File: src/rtl/pi_est_pkg.sv
// Shared types and constants for the pi-estimation datapath.
package pi_est_pkg;

  typedef enum logic [1:0] {
    IDLE = 2'd0,
    RUN  = 2'd1,
    DONE = 2'd2
  } state_e;

  localparam int unsigned FRAC_BITS = 28;
  localparam int unsigned PI_W      = 32;
  localparam int unsigned DROP_W    = 16;

  // 4*hits/N in Q4.28 collapses to a left shift by (FRAC_BITS + 2 - log2 N).
  function automatic int unsigned pi_shift(input int unsigned log2_samples);
    return (FRAC_BITS + 2) - log2_samples;
  endfunction

endpackage

File: src/rtl/pi_sat_counter.sv
// Saturating up-counter with synchronous clear; holds at all-ones.
module pi_sat_counter #(
  parameter int unsigned W = 16
) (
  input  logic         clk,
  input  logic         rst,
  input  logic         clr_i,
  input  logic         inc_i,
  output logic [W-1:0] count_o
);

  logic [W-1:0] count_q;

  always_ff @(posedge clk) begin
    if (rst) begin
      count_q <= '0;
    end else if (clr_i) begin
      count_q <= '0;
    end else if (inc_i && (count_q != {W{1'b1}})) begin
      count_q <= count_q + W'(1);
    end
  end

  assign count_o = count_q;

endmodule

File: src/rtl/pi_hit_accumulator.sv
// Batch hit accumulator producing a Q4.28 pi estimate over 2^LOG2_SAMPLES samples.
// Optional dropped-sample counter enabled by PI_HIT_ACCUMULATOR_DROP_COUNT_EN.
module pi_hit_accumulator
  import pi_est_pkg::*;
#(
  parameter int unsigned LOG2_SAMPLES = 20
) (
  input  logic                    clk,
  input  logic                    rst,
  input  logic                    start,
  input  logic                    in_valid,
  input  logic                    in_hit,
  output logic                    busy,
  output logic                    result_valid,
  input  logic                    result_ready,
  output logic [LOG2_SAMPLES:0]   hit_count,
  output logic [PI_W-1:0]         pi_estimate
`ifdef PI_HIT_ACCUMULATOR_DROP_COUNT_EN
  ,
  output logic [DROP_W-1:0]       drop_count
`endif
);

  localparam int unsigned CNT_W = LOG2_SAMPLES;
  localparam int unsigned HIT_W = LOG2_SAMPLES + 1;
  localparam int unsigned SHIFT = pi_shift(LOG2_SAMPLES);
  localparam logic [CNT_W-1:0] LAST_CNT = {CNT_W{1'b1}};

  if ((LOG2_SAMPLES < 4) || (LOG2_SAMPLES > 30)) begin : g_bad_log2
    $error("pi_hit_accumulator: LOG2_SAMPLES must be within 4..30");
  end

  state_e             state_q, state_d;
  logic [CNT_W-1:0]   sample_cnt_q, sample_cnt_d;
  logic [HIT_W-1:0]   hit_acc_q, hit_acc_d;
  logic [HIT_W-1:0]   hit_count_q, hit_count_d;
  logic [PI_W-1:0]    pi_q, pi_d;
  logic [HIT_W-1:0]   hit_next;
  logic               busy_q;
  logic               result_valid_q;

  // Next-state: counters advance only in RUN; result latched on DONE entry.
  always_comb begin
    state_d      = state_q;
    sample_cnt_d = sample_cnt_q;
    hit_acc_d    = hit_acc_q;
    hit_count_d  = hit_count_q;
    pi_d         = pi_q;
    hit_next     = hit_acc_q + HIT_W'(in_hit);

    case (state_q)
      IDLE: begin
        if (start) begin
          state_d      = RUN;
          sample_cnt_d = '0;
          hit_acc_d    = '0;
        end
      end
      RUN: begin
        if (in_valid) begin
          sample_cnt_d = sample_cnt_q + CNT_W'(1);
          hit_acc_d    = hit_next;
          if (sample_cnt_q == LAST_CNT) begin
            state_d     = DONE;
            hit_count_d = hit_next;
            pi_d        = PI_W'(hit_next) << SHIFT;
          end
        end
      end
      DONE: begin
        if (result_ready) begin
          if (start) begin
            state_d      = RUN;
            sample_cnt_d = '0;
            hit_acc_d    = '0;
          end else begin
            state_d = IDLE;
          end
        end
      end
      default: state_d = IDLE;
    endcase
  end

  always_ff @(posedge clk) begin
    if (rst) begin
      state_q        <= IDLE;
      sample_cnt_q   <= '0;
      hit_acc_q      <= '0;
      hit_count_q    <= '0;
      pi_q           <= '0;
      busy_q         <= 1'b0;
      result_valid_q <= 1'b0;
    end else begin
      state_q        <= state_d;
      sample_cnt_q   <= sample_cnt_d;
      hit_acc_q      <= hit_acc_d;
      hit_count_q    <= hit_count_d;
      pi_q           <= pi_d;
      busy_q         <= (state_d == RUN);
      result_valid_q <= (state_d == DONE);
    end
  end

  assign busy         = busy_q;
  assign result_valid = result_valid_q;
  assign hit_count    = hit_count_q;
  assign pi_estimate  = pi_q;

`ifdef PI_HIT_ACCUMULATOR_DROP_COUNT_EN
  logic start_accept;
  logic drop_inc;

  assign start_accept = start && ((state_q == IDLE) ||
                                  ((state_q == DONE) && result_ready));
  // Samples arriving outside RUN (idle or checker in-flight during DONE).
  assign drop_inc     = in_valid && (state_q != RUN);

  pi_sat_counter #(
    .W (DROP_W)
  ) u_drop_cnt (
    .clk     (clk),
    .rst     (rst),
    .clr_i   (start_accept),
    .inc_i   (drop_inc),
    .count_o (drop_count)
  );
`endif

endmodule

File: config.mk
export PLATFORM = sky130hd
export DESIGN_NAME = pi_hit_accumulator
export DESIGN_NICKNAME = d
export VERILOG_FILES = /design/src/rtl/pi_est_pkg.sv /design/src/rtl/pi_sat_counter.sv /design/src/rtl/pi_hit_accumulator.sv
export SDC_FILE = /design/constraint.sdc
export NUM_CORES = 1
export LEC_CHECK = 0
export ABC_AREA = 0
export CORE_ASPECT_RATIO = 1.4
export CORE_MARGIN = 4
export CORE_UTILIZATION = 43
export DETAILED_ROUTE_END_ITERATION = 6
export PLACE_DENSITY = 0.78
export SYNTH_ARGS = -nofsm -noshare
export SYNTH_HDL_FRONTEND = slang
export SYNTH_SLANG_ARGS = --single-unit
File: constraint.sdc
create_clock -name clk -period 2.4 [get_ports clk]
set_input_delay 0.24 -clock clk [delete_from_list [all_inputs] [get_ports clk]]
set_output_delay 0.24 -clock clk [all_outputs]
set_load 0.005 [all_outputs]
==> out/results.ini, run 1 <==
[cts]
cts_buffer_depth=2
postCtsSetupBuffers=0
cts.clk_slew.worst_paths_ns=0.07
postCtsHoldBufs=0
ctsResizeCount=0
cts_inserted_buffers=9
cts_tree=yes
clockRootBuffer=clkbuf_8
insertion_delay_ns=0.35
cts-htree-levels=3
cts.sinks=66

[pwr]
power_frac_comb_pct=5.3
clock_power_share_pct=42.9
p_per_area_nw_per_um2=539
swShare_pct=23.4
p_total_mw=2.13
intPower_mw=1.63
power.switching_mw=0.498
vdd_drop_max_uv=435
p_seq_share_pct=51.8
power_leakage_nw=1.33

[routing]
routed_wl_um=7050
vias=2834
first_pass_iters=4
vias_per_cell=5.45
drcViolationCount=0
drt_iter0_markers=183
antenna_left=0
wire_per_inst_um=13.6

[floorplanning]
die_area_sq_um=9290
core_sq_um=7450
die_y_um=112
die-width_um=82.6
rows=37
initial_core_util_pct=45.0
num_io_pins=61

[sta]
tightest_slew_ns=0.571
post-route-period-util_pct=83.1
tns_ns=0
setup_viol=0
post-route-min-period_ns=1.99
slew_headroom_pct=61.8
hold_viol=0
fmax_mhz=501
hold_ws_ns=0.472
fin_skew_ns=0.0121
drv_slew=0
rsz0062_at_grt=false

[layout]
fin_nets=428
syn_to_final_growth_pct=17.8
final_cell_mix=66 x dfxtp_1, 49 x clkdlybuf4s50_1, 36 x a21oi_1
drive_gt1_share_pct=8.75
final_cells=520
postLayoutCoreUtil_pct=53.0
diodes=0
final_common_cell=dfxtp_1

[job]
cap_violations=0

[global_routing]
grt_pass1_wl_um=12100
grt_antenna_before_repair=0
overflow=0
grt_pass1_vias=2710
grt_max_degree=41
grtUsageTotal_pct=16.6

[placement]
numPortBuffers=49
gp_congestion=0.822
dp_cells=505
hpwlAfterDp_um=5090

[critical_path]
worstReg2RegStart=sample_cnt_q[5]
worstPathMaxFanout=11
cp-start-kind=flip-flop
crit_type=reg2reg
endpoint_kind=flip-flop
r2r_cells=5
regToRegSetupSlack_ns=0.41
reg2reg_to=sample_cnt_q[19]
worstPathArrival_ns=2.26
critPathRequiredTime_ns=2.67
cp-startpoint=sample_cnt_q[5]

[synthesis]
syn_avg_cell_area_sq_um=8.49
syn-instance-count=395
yosysTopAreaCell=dfxtp_1
syn_area_sq_um=3350
synth_top_cell_area_share_pct=39.4
synth-seq-cells=66
ys_types=47
yosysWarnings=0
ys_seq_area_share_pct=39.4
synth_area_leaders=dfxtp_1 39%, buf_4 7.2%, a21oi_1 5.4%

[min_path]
min_path_type=reg2reg
holdCritStartpoint=hit_acc_q[0]
hold_end=hit_acc_q[0]
min_path_cells=2

[status]
status=completed

[power by group through the flow]
stage,Clock [mW],Sequential (mW),Combinational (mW)
global route,0.983,1.10,0.126
detailed placement,0,1.13,0.111
global placement,0,1.13,0.110
floorplan,0,1.13,0.0843
CTS,0.937,1.10,0.112
finish,0.914,1.10,0.112
[registers in the layout, indices dropped and copies added (netlist names)]
register / flops
sample_cnt_q: 20
busy: 1
hit_acc_q: 21
state_q: 2
pi_estimate: 21
result_valid: 1
[layer usage]
| layer | GRT usage, % | up-vias | routed length, um |
|---|---|---|---|
| met3 | 2.81 | 16 | 341 |
| met4 | 10.5 | 0 | 195 |
| met5 | 0 | - | 0 |
| met2 | 28.4 | 68 | 3720 |
| met1 | 18.3 | 1328 | 2790 |
| li1 | - | 1422 | - |
[kinds of logic after synthesis]
logic type	Yosys count	share of synthesized area (%)
flip-flops	66	39.4
other	1	0.112
multiplexers	2	0.597
adder cells (fa/ha/maj)	3	1.12
XOR/XNOR	32	8.36
AO/OA/AOI/OAI	91	16.2
buffers and inverters	61	10.9
AND/OR/NAND/NOR	139	23.4
[worst max-delay path by stage]
stage                       end  slack (ns)  depth (start not counted)
6_report       sample_cnt_q[19]        0.41                          5
4_1_cts         pi_estimate[10]        0.39                          6
2_1_floorplan     hit_acc_q[20]        0.48                          7
3_3_place_gp      hit_acc_q[18]        0.12                          9
5_1_grt                    busy        0.21                          5
3_5_place_dp      hit_acc_q[20]        0.05                          9
[stage by stage]
step | worst slack, ns | area [sq um]
final | 0.405 | 3950
after global routing | 0.207 | 3950
after CTS | 0.386 | 3950
after detailed placement | 0.0468 | 3760
after global placement | 0.120 | 3760
after floorplan | 0.477 | 3390
[synthesized netlist by cell type, drive strengths merged]
cell type,n
a211oi,8
a21bo,1
a21oi,36
a311oi,3
a31o,1
a31oi,7
a41oi,4
and2,2
and3,4
and3b,1
and4,3
buf,43
clkbuf,14
conb,1
dfxtp,66
ha,3
inv,4
mux2i,2
nand2,21
nand2b,2
nand3,22
nand3b,3
nand4,11
nor2,35
nor2b,1
nor3,7
nor3b,1
nor4,10
nor4b,2
o211a,2
o21ai,26
o22ai,1
o31ai,2
or2,1
or3,9
or4,4
xnor2,16
xor2,16
[critical path, stage by stage (launching register included)]
cell     delay (ns)
dfxtp_1        0.40
and4_1         0.22
nand3_1        0.34
or3_1          0.51
or3_1          0.32
a21oi_1        0.13
[cell type report]
cell class	instances	area, sq um
Sequential cell	66	1320
Inverter	4	15.0
Clock inverter	5	55.1
Fill cell	706	3500
Clock buffer	10	138
Timing Repair Buffer	60	586
Tap cell	97	121
Multi-Input combinational cell	278	1710
(Power assumes the default switching activity.)
==> inputs of run 2 (changes only) <==
- clock period: 2.4 -> 1.9 ns (I/O delays scaled with it)
==> run 2 against run 1 <==
- the flow now finishes with violations (setup timing)
- global-route usage up 1.3 points
- maximum frequency up 3.6%
- setup slack worse by 0.43 ns
- via count up 13%
- sequential power up 26%
- clock power up 14%
- non-clock buffer count up 55
- clock skew up 0.0013 ns
- count of clock-buffer cells in the layout down 1
- hold slack better by 0.0019 ns
- largest cell class unchanged
- largest power group unchanged
==> out/results.ini, run 2 (synthesis gave the netlist of run 1 again) <==
[critical_path]
critPathRequiredTime_ns=2.18  ; -0.49 ns
crit_type=reg2reg
path_buf_inv=2  ; +2
endpoint_kind=flip-flop
cp-startpoint=sample_cnt_q[1]
critPathSlowestCell=nor4_4
worstReg2RegStart=sample_cnt_q[1]
path_cells=ha_4 > and4_4 > nand3_4 > nor4_4 > buf_4 > clkbuf_16 > o21ai_0 > a21oi_1
reg2reg_to=pi_estimate[19]
cp_top_family=simple AND/OR/NAND/NOR gates
cp-start-kind=flip-flop
r2r_cells=8  ; +3
worstPathMaxFanout=5  ; -6
cpPeakStageDelay_ns=0.41  ; -0.10 ns
worstPathArrival_ns=2.21  ; -0.05 ns
regToRegSetupSlack_ns=-0.03  ; -0.43 ns

[sta]
fin_skew_ns=0.0134  ; +0.00132 ns
post-route-period-util_pct=101  ; +18 points
tns_ns=-0.0420  ; -0.0420 ns
fmax_mhz=519  ; +3.6%
drv_slew=0  ; unchanged
rsz0062_at_grt=true
post-route-min-period_ns=1.93  ; -0.0693 ns
setup_viol=3  ; +3
hold_viol=0  ; unchanged
worst_slack_ns=-0.0257  ; -0.431 ns

[pwr]
p_per_area_nw_per_um2=576  ; +6.9%
vdd_drop_max_uv=567  ; +30%
power_leakage_nw=1.62  ; +22%
p_total_mw=2.60  ; +22%

[floorplanning]
initial_core_util_pct=45.0  ; unchanged
die_area_sq_um=9290  ; unchanged
num_io_pins=61  ; unchanged
die_y_um=112  ; unchanged
die-width_um=82.6  ; unchanged
rows=37  ; unchanged
core_sq_um=7450  ; unchanged

[min_path]
min_path_cells=2  ; unchanged
min_path_type=reg2reg
hold_end=hit_acc_q[0]
holdCritStartpoint=hit_acc_q[0]

[placement]
placed_area_sq_um=4100  ; +9.1%
gp_congestion=0.784  ; -4.7%
numPortBuffers=49  ; unchanged
hpwlAfterDp_um=5710  ; +12%
dp_slack_ns=-0.428  ; -0.475 ns

[global_routing]
grt_pass1_vias=3057  ; +13%
grt_antenna_before_repair=0  ; unchanged
grtUsageTotal_pct=17.9  ; +1.3 points
grt_max_degree=38  ; -7.3%
overflow=0  ; unchanged
grt_pass1_wl_um=13300  ; +9.8%

[routing]
vias=3214  ; +13%
vias_per_cell=5.58  ; +2.4%
antenna_left=0  ; unchanged
wire_per_inst_um=16.1  ; +19%
routed_wl_um=9260  ; +31%
drcViolationCount=0  ; unchanged
drt_iter0_markers=312  ; +70%
first_pass_iters=4  ; unchanged

[cts]
cts.sinks=66  ; unchanged
cts_tree=yes
cts.clk_slew.worst_paths_ns=0.08  ; about the same
cts-htree-levels=3  ; unchanged
cts_inserted_buffers=9  ; unchanged
cts_buffer_depth=2  ; unchanged
insertion_delay_ns=0.35  ; about the same
clockRootBuffer=clkbuf_8

[status]
status=complete, but fails checks
failed_checks=setup timing

[layout]
final_common_cell=dfxtp_1
drive_gt1_share_pct=23.8  ; +15 points
final_cell_mix=60 x dfxtp_1, 58 x buf_4, 49 x clkdlybuf4s50_1
fin_nets=483  ; +13%
diodes=0  ; unchanged
syn_to_final_growth_pct=34.8
final_area_sq_um=4520  ; +14%

[job]
cap_violations=0  ; unchanged

-- run 2: cell types whose count changed in the layout (fill, tap and decap cells not counted), sizes merged --
cell      change
clkinv        +2
buf          +52
bufinv        -1
clkbuf        +2
clkinvlp      +1
-- run 2: where the power goes --
part	internal (mW)	leakage [nW]	switching, mW
Sequential	1.39	0.535	0.00504
Combinational	0.0589	1.00	0.112
Clock	0.467	0.0810	0.573
-- run 2: what timing repair did --
action                                  4_1_cts  5_1_grt
resized for setup                             0       29
cloned                                        0        6
endpoints found under the setup margin        3       34
pin swaps                                     1       11
hold buffers                                  0        0
setup buffers                                 0        7
-- run 2: area by class of cell --
| type | count | area (sq um) |
|---|---|---|
| fillers | 627 | 2940 |
| multi-input cells | 278 | 1820 |
| flip-flops and latches | 66 | 1330 |
| repair buffers | 115 | 1070 |
| clock buffers | 9 | 124 |
| well taps | 97 | 121 |
| clock inverters | 7 | 46.3 |
| inverters | 4 | 15.0 |
-- run 2: routing by layer --
metal / track usage [%] / wire length, um / up-vias
met5: 0 / 0 / -
met3: 4.09 / 648 / 38
met2: 31.5 / 4850 / 129
met1: 19.6 / 3330 / 1511
li1: - / - / 1536
met4: 8.72 / 436 / 0
-- run 2: worst register-to-register path: stages, from the launching register on --
cell and delay (ns):
dfxtp_2 0.37, ha_4 0.14, and4_4 0.25, nand3_4 0.09
nor4_4 0.42, buf_4 0.22, clkbuf_16 0.15, o21ai_0 0.08
a21oi_1 0.14
-- run 2: stage by stage --
| stage | hold WS (ns) | cells | util [%] |
|---|---|---|---|
| after floorplan | 0.400 | 405 | - |
| after global placement | 0.462 | 547 | 55.0 |
| after detailed placement | 0.468 | 547 | 55.0 |
| after CTS | 0.478 | 563 | 57.3 |
| after global routing | 0.506 | 576 | 60.6 |
| final | 0.474 | 576 | 60.6 |
-- run 2: how the worst max path moves through the flow --
stage | cells after the start | slack [ns] | to
after CTS | 5 | 0.003 | sample_cnt_q[19]
after global routing | 8 | -0.10 | hit_acc_q[20]
after global placement | 9 | -0.37 | pi_estimate[26]
after floorplan | 7 | -0.02 | hit_acc_q[18]
final | 8 | -0.03 | pi_estimate[19]
after detailed placement | 9 | -0.43 | pi_estimate[26]
==> inputs of run 3 (changes only) <==
- PLACE_DENSITY: 0.78 -> 0.76
==> run 3 against run 2 <==
- the run still ends with setup timing left
- sequential share of layout area is 0.59 points lower
- maximum frequency is essentially flat
- non-clock buffer count grew 5
- count of clock-buffer cells in the layout is 3 higher
- total power rose by 13%
- utilization grew 1.4 points
- global-route usage fell by 0.42 points
- clock power up 34%
- final cell count increased by 0.87%
- combinational power about the same
==> out/results.ini, run 3 (synthesis gave the netlist of run 1 again) <==
[critical_path]
endpoint_kind=flip-flop
crit_type=reg2reg
worstPathArrival_ns=2.20  ; about the same
critPathRequiredTime_ns=2.18  ; about the same
cp-start-kind=flip-flop
r2r_cells=8  ; unchanged
worstPathMaxFanout=5  ; unchanged

[cts]
clockRootBuffer=clkbuf_8
cts_tree=yes
cts-htree-levels=3  ; unchanged
cts.sinks=66  ; unchanged
cts_inserted_buffers=9  ; unchanged
cts.clk_slew.worst_paths_ns=0.07  ; about the same
insertion_delay_ns=0.35  ; about the same
cts_buffer_depth=2  ; unchanged

[global_routing]
grtUsageTotal_pct=17.5  ; -0.42 points
overflow=0  ; unchanged
grt_pass1_vias=2921  ; -4.4%
grt_pass1_wl_um=12800  ; -3.5%
grt_max_degree=40  ; +5.3%
grt_antenna_before_repair=0  ; unchanged

[routing]
first_pass_iters=4  ; unchanged
drcViolationCount=0  ; unchanged
vias=3176  ; -1.2%
vias_per_cell=5.47  ; -2.0%
routed_wl_um=8710  ; -6.0%
wire_per_inst_um=15.0  ; -6.8%
antenna_left=0  ; unchanged
drt_iter0_markers=235  ; -25%

[job]
cap_violations=0  ; unchanged

[sta]
drv_slew=0  ; unchanged
rsz0062_at_grt=true
post-route-min-period_ns=1.93  ; -0.000443 ns
hold_viol=0  ; unchanged
fmax_mhz=519  ; about the same
hold_ws_ns=0.287  ; -0.187 ns
fin_skew_ns=0.0120  ; -0.00148 ns
worst_slack_ns=-0.0252  ; +0.000443 ns
setup_viol=1  ; -2
post-route-period-util_pct=101  ; about the same

[min_path]
min_path_cells=4  ; +2
min_path_type=in2reg

[floorplanning]
die_y_um=112  ; unchanged
initial_core_util_pct=45.0  ; unchanged
die-width_um=82.6  ; unchanged
core_sq_um=7450  ; unchanged
num_io_pins=61  ; unchanged
die_area_sq_um=9290  ; unchanged
rows=37  ; unchanged

[layout]
final_area_sq_um=4620  ; +2.3%
final_cell_mix=62 x buf_4, 59 x dfxtp_1, 48 x clkdlybuf4s50_1
syn_to_final_growth_pct=37.9
drive_gt1_share_pct=24.0  ; +0.17 points
fin_nets=488  ; +1.0%
final_common_cell=buf_4
diodes=0  ; unchanged
final_cells=581  ; +0.87%

[pwr]
vdd_drop_max_uv=366  ; -35%
p_per_area_nw_per_um2=639  ; +11%
power_leakage_nw=1.69  ; +4.3%

[placement]
placed_area_sq_um=4130  ; +0.73%
numPortBuffers=49  ; unchanged
gp_congestion=0.839  ; +7.0%
hpwlAfterDp_um=5630  ; -1.4%
dp_cells=551  ; +0.73%
dp_slack_ns=-0.443  ; -0.0150 ns

[status]
failed_checks=setup timing
status=complete, but fails checks

[run 3: final timing paths]
path,slack (ns),endpoint,start
max,-0.03,hit_acc_q[20],hit_acc_q[0]
min,0.29,pi_estimate[10],in_hit
min reg2reg,0.49,sample_cnt_q[17],sample_cnt_q[17]
max reg2reg,-0.03,hit_acc_q[20],hit_acc_q[0]
[run 3: worst max-delay path, cell delays in order, from the launching register on]
cell	delay (ns)
dfxtp_2	0.35
ha_4	0.14
ha_4	0.12
nand4_1	0.20
nor4_4	0.33
buf_4	0.20
nand3_2	0.09
or3_1	0.31
a21oi_1	0.13
[run 3: routing by layer]
layer / track usage (%) / share of wire, %
met2: 30.4 / 54
met4: 11.5 / 3.5
met5: 0 / 0
met3: 2.81 / 4.6
met1: 18.8 / 38
[run 3: timing repair]
| item | CTS | global route |
|---|---|---|
| resized for setup | 1 | 26 |
| endpoints found under the setup margin | 8 | 18 |
| hold buffers | 0 | 0 |
| gates cloned | 0 | 5 |
| pin swaps | 1 | 10 |
| buffers inserted | 0 | 9 |
| hold endpoints to repair | 0 | 0 |
[run 3: cell type report]
class,count,area (sq um)
Fill cell,596,2830
Multi-Input combinational cell,278,1800
Sequential cell,66,1330
Timing Repair Buffer,120,1120
Clock buffer,12,165
Tap cell,97,121
Clock inverter,4,72.6
Inverter,4,15.0
[run 3: where the power goes]
group / internal, mW / leakage [nW] / switching, mW / total (mW)
logic: 0.0617 / 1.03 / 0.108 / 0.170
clock network: 0.844 / 0.119 / 0.545 / 1.39
registers: 1.39 / 0.536 / 0.00457 / 1.39
[run 3: stage by stage]
step	setup TNS (ns)	util [%]	power, mW
2_1_floorplan	-0.0249	-	1.53
3_3_place_gp	-4.39	55.4	1.59
3_5_place_dp	-6.00	55.4	1.59
4_1_cts	0	58.6	2.96
5_1_grt	-0.473	62.0	3.04
6_report	-0.0252	62.0	2.95
